File: src/rtl/serial_adder.sv
// Bit-serial adder: one result bit per clock, LSB first, WIDTH cycles per operation.
// Define SERIAL_ADDER_OVF_EN to add the registered signed-overflow output ovf.
module serial_adder #(
  parameter int unsigned WIDTH = 8
) (
  input  logic             clk,
  input  logic             rst,
  input  logic             start,
  input  logic [WIDTH-1:0] a,
  input  logic [WIDTH-1:0] b,
  input  logic             cin,
  output logic             busy,
  output logic             done,
  output logic [WIDTH-1:0] sum,
  output logic             cout
`ifdef SERIAL_ADDER_OVF_EN
  ,
  output logic             ovf
`endif
);

  localparam int unsigned CW = (WIDTH > 1) ? $clog2(WIDTH) : 1;

  typedef enum logic [1:0] {
    IDLE = 2'd0,
    ADD  = 2'd1,
    DONE = 2'd2
  } state_t;

  state_t          state, state_nxt;
  logic [WIDTH-1:0] a_r, b_r, acc, acc_nxt;
  logic             c_r, bit_s, carry_nxt, last;
  logic [CW-1:0]    cnt;

  assign bit_s     = a_r[cnt] ^ b_r[cnt] ^ c_r;
  assign carry_nxt = (a_r[cnt] & b_r[cnt]) | (a_r[cnt] & c_r) | (b_r[cnt] & c_r);
  assign last      = (cnt == CW'(WIDTH - 1));
  assign busy      = (state == ADD);
  assign done      = (state == DONE);

  // Partial result with the current bit merged in; on the last bit this is the full sum.
  always_comb begin
    acc_nxt      = acc;
    acc_nxt[cnt] = bit_s;
  end

  always_ff @(posedge clk or posedge rst) begin
    if (rst) state <= IDLE;
    else     state <= state_nxt;
  end

  always_comb begin
    state_nxt = state;
    case (state)
      IDLE:    if (start) state_nxt = ADD;
      ADD:     if (last)  state_nxt = DONE;
      DONE:    state_nxt = start ? ADD : IDLE;
      default: state_nxt = IDLE;
    endcase
  end

  always_ff @(posedge clk or posedge rst) begin
    if (rst) begin
      a_r  <= '0;
      b_r  <= '0;
      c_r  <= 1'b0;
      cnt  <= '0;
      acc  <= '0;
      sum  <= '0;
      cout <= 1'b0;
`ifdef SERIAL_ADDER_OVF_EN
      ovf  <= 1'b0;
`endif
    end else begin
      case (state)
        ADD: begin
          c_r <= carry_nxt;
          acc <= acc_nxt;
          cnt <= cnt + CW'(1);
          if (last) begin
            sum  <= acc_nxt;
            cout <= carry_nxt;
`ifdef SERIAL_ADDER_OVF_EN
            // c_r here is the carry into the MSB
            ovf  <= c_r ^ carry_nxt;
`endif
          end
        end
        default: begin
          if (start) begin
            a_r <= a;
            b_r <= b;
            c_r <= cin;
            cnt <= '0;
            acc <= '0;
          end
        end
      endcase
    end
  end

endmodule

File: config.mk
export PLATFORM = sky130hd
export DESIGN_NAME = serial_adder
export DESIGN_NICKNAME = d
export VERILOG_FILES = /design/src/rtl/serial_adder.sv
export SDC_FILE = /design/constraint.sdc
export NUM_CORES = 1
export LEC_CHECK = 0
export ABC_AREA = 1
export CORE_MARGIN = 3
export CORE_UTILIZATION = 53
export DETAILED_ROUTE_END_ITERATION = 8
export GPL_TIMING_DRIVEN = 1
export MAX_ROUTING_LAYER = met4
export PLACE_DENSITY = 0.9
export RECOVER_POWER = 50
export SLEW_MARGIN = 20
export SYNTH_ARGS = -nofsm -noshare
export SYNTH_HDL_FRONTEND = slang
export SYNTH_SLANG_ARGS = --single-unit
File: constraint.sdc
create_clock -name clk -period 2.8 [get_ports clk]
set_input_delay 0.7 -clock clk [delete_from_list [all_inputs] [get_ports clk]]
set_output_delay 0.7 -clock clk [all_outputs]
set_load 0.03 [all_outputs]
==> metrics.yaml <==
run_status:
  status: "complete, no violations"
power:
  powerDensity_nw_per_um2: 1140
  p_leak_nw: 1.17
  power_mw: 2.59
  irDropWorstVdd_mv: 0.473
layout:
  stdcell_area_um2: 2270
  drive_above_1_share_pct: 6.30
  fillers: 292
  post-route-util_pct: 66.4
  antenna_cells: 0
  areaGrowthSynthToFinish_pct: 18.5
  finalNetCount: 293
  post_layout_nonfiller_instances: 316
synthesis:
  ys.flop_type: "dfrtp_1"
  yosys-top-cells-area: "dfrtp_1 (51%), nand2_1 (21%), nand3_1 (7.1%)"
  postSynthAreaPerCell_um2: 8.00
  yosys.area.top_type_share_pct: 51.0
  synth-async-reset-ratio_pct: 100
  syn_inst: 239
  yosysMostFrequentCell: "nand2_1"
  synth_area_um2: 1910
  ys_ff_latch: 39
  synth_nets: 262
  synth_common_cells: "nand2_1 (108), dfrtp_1 (39), nand3_1 (27), inv_1 (17)"
  synth.largest_area_cell: "dfrtp_1"
  synth_edf_count: 0
  yosys_warnings: 0
  synth_cell_types: 22
  yosysSeqAreaShare_pct: 51.0
sta:
  fin_hold_ws_ns: 0.486
  timing_hold_violations_final: 0
  fin_ws_ns: 0.320
  worst_pin_slew_ns: 0.939
  fin_crit_sh_pct: 88.6
  fin_tns_setup_ns: 0
  rsz0062_at_grt: "no"
  fmax_ghz: 0.403
  drv_slew: 0
  finalClockSkew_ns: 0.0146
  slew-limit-headroom_pct: 37.4
  fin_crit_ns: 2.48
  finalSetupViolations: 0
worst_setup_path:
  cpMostUsedCell: "nand2_1"
  required_ns: 3.05
  cp-end-kind: "flip-flop"
  slowest_delay_ns: 0.56
  critPathArrivalTime_ns: 2.73
  critPathLaunchType: "flip-flop"
  cp_slowest_cell: "dfrtp_1"
  path_max_fanout: 15
  path_class: "flip-flop to flip-flop"
  worstRegToRegCells: 12
  path_cells: "inv_4 -> nand2_1 -> nand2_1 -> nand2_1 -> nand2_1 -> nand2_1 -> nand2_1 -> inv_1 -> fa_1 -> clkinv_1 -> o21ai_0 -> o21ai_1"
die:
  die_x_um: 66.1
  die_y_um: 66.1
  rows: 21
  num_io_pins: 31
  initial_utilization_pct: 56.0
  core-area_um2: 3420
  die_area_um2: 4370
placement:
  placed_area_um2: 2230
  gp_congestion: 0.841
  hpwl_um: 2780
  dp.cells: 309
  portBuffers: 30
  dp_slack_ns: 0.256
drt:
  dr_total_vias: 1642
  drt_wl_total_um: 3880
  drcViolationCount: 0
  drt-initial-drc-count: 90
  first_pass_iters: 4
  post_drt_wl_per_cell_um: 12.3
  antenna_left: 0
  vias_per_cell: 5.20
global_routing:
  grt_pass1_vias: 1532
  grt_overflow: 0
  grt_pass1_wl_um: 6710
  track_usage_pct: 20.6
  antenna_found_initial: 0
  grt_start_max_net_pins: 40
cts:
  cts.htree.levels: 2
  clkTransAtPathRegs_ns: 0.11
  cts_hold_buf: 0
  cts_buffers: 5
  clock-sinks: 39
  cts_max_path_buffers: 2
  cts_tree: "built"
  cts_setup_buffers: 0
  root_buffer: "clkbuf_4"
  clock_latency_ns: 0.36
flow_run:
  drv_cap: 0
worst_hold_path:
  min_path_cells: 2
  hold_path_class: "flip-flop to flip-flop"
## worst max-delay path, delay by kind of cell (launching register included)
kind,cells,cell delay (ns)
flip-flops,1,0.56
adder cells (fa/ha/maj),1,0.52
buffers and inverters,3,0.51
AO/OA/AOI/OAI,2,0.45
AND/OR/NAND/NOR,6,0.35
## cell usage in the layout (no fill, tap or decap), drive strengths merged
cell             n
clkdlybuf4s50   28
clkbuf           7
nand2          111
dlygate4sd3      2
dfrtp           39
o22ai            1
o21ai           17
nor2             2
clkinv           3
fa               1
nand4            1
ha               2
o221ai           1
o211ai           6
buf              2
inv             20
nand3           27
## worst paths after layout
kind	slack [ns]	startpoint	to
max in group asynchronous	1.15	rst	a_r[3]
min in group asynchronous	1.07	rst	state[0]
setup reg to reg	0.32	cnt[0]	sum[5]
setup / recovery	0.32	cnt[0]	sum[5]
hold / removal	0.49	a_r[0]	a_r[0]
hold reg to reg	0.49	a_r[0]	a_r[0]
## where the power goes
group	internal (mW)	leakage [nW]	switching, mW
Clock	0.116	0.0341	0.179
Combinational	0.458	0.643	0.827
Sequential	0.815	0.489	0.191
## area by class of cell
cell class / instances / area (um^2) / share of cell area [%]
well taps: 46 / 57.6 / 2.54
inverters: 22 / 85.1 / 3.75
multi-input cells: 169 / 772 / 34.1
clock inverters: 1 / 5.00 / 0.221
clock buffers: 6 / 51.3 / 2.26
flip-flops and latches: 39 / 976 / 43.0
repair buffers: 33 / 320 / 14.1
## sequential cells by signal (all words and copies together) (netlist names)
signal,count
c_r,1
sum,8
cout,1
state,2
cnt,3
acc,8
a_r,8
b_r,8
## kinds of logic (layout without fill, tap and decap cells)
group	after synthesis	after routing	share of synthesized area, %
adder cells (fa/ha/maj)	3	3	2.35
AND/OR/NAND/NOR	141	141	31.1
buffers and inverters	31	62	7.78
flip-flops	39	39	51.0
AO/OA/AOI/OAI	25	25	7.78
## what timing repair did
item	in CTS	in global routing
setup endpoints to repair	0	3
endpoints found under the hold margin	0	0
resized for setup	0	1
## per-layer routing
| layer | track usage, % | vias to the layer above | share of wire [%] |
|---|---|---|---|
| met5 | - | - | 0 |
| met4 | 6.09 | 0 | 0.95 |
| met3 | 5.44 | 4 | 4.3 |
| met2 | 33.0 | 32 | 50 |
| met1 | 25.7 | 791 | 44 |
| li1 | - | 815 | - |
(Power assumes the default switching activity.)
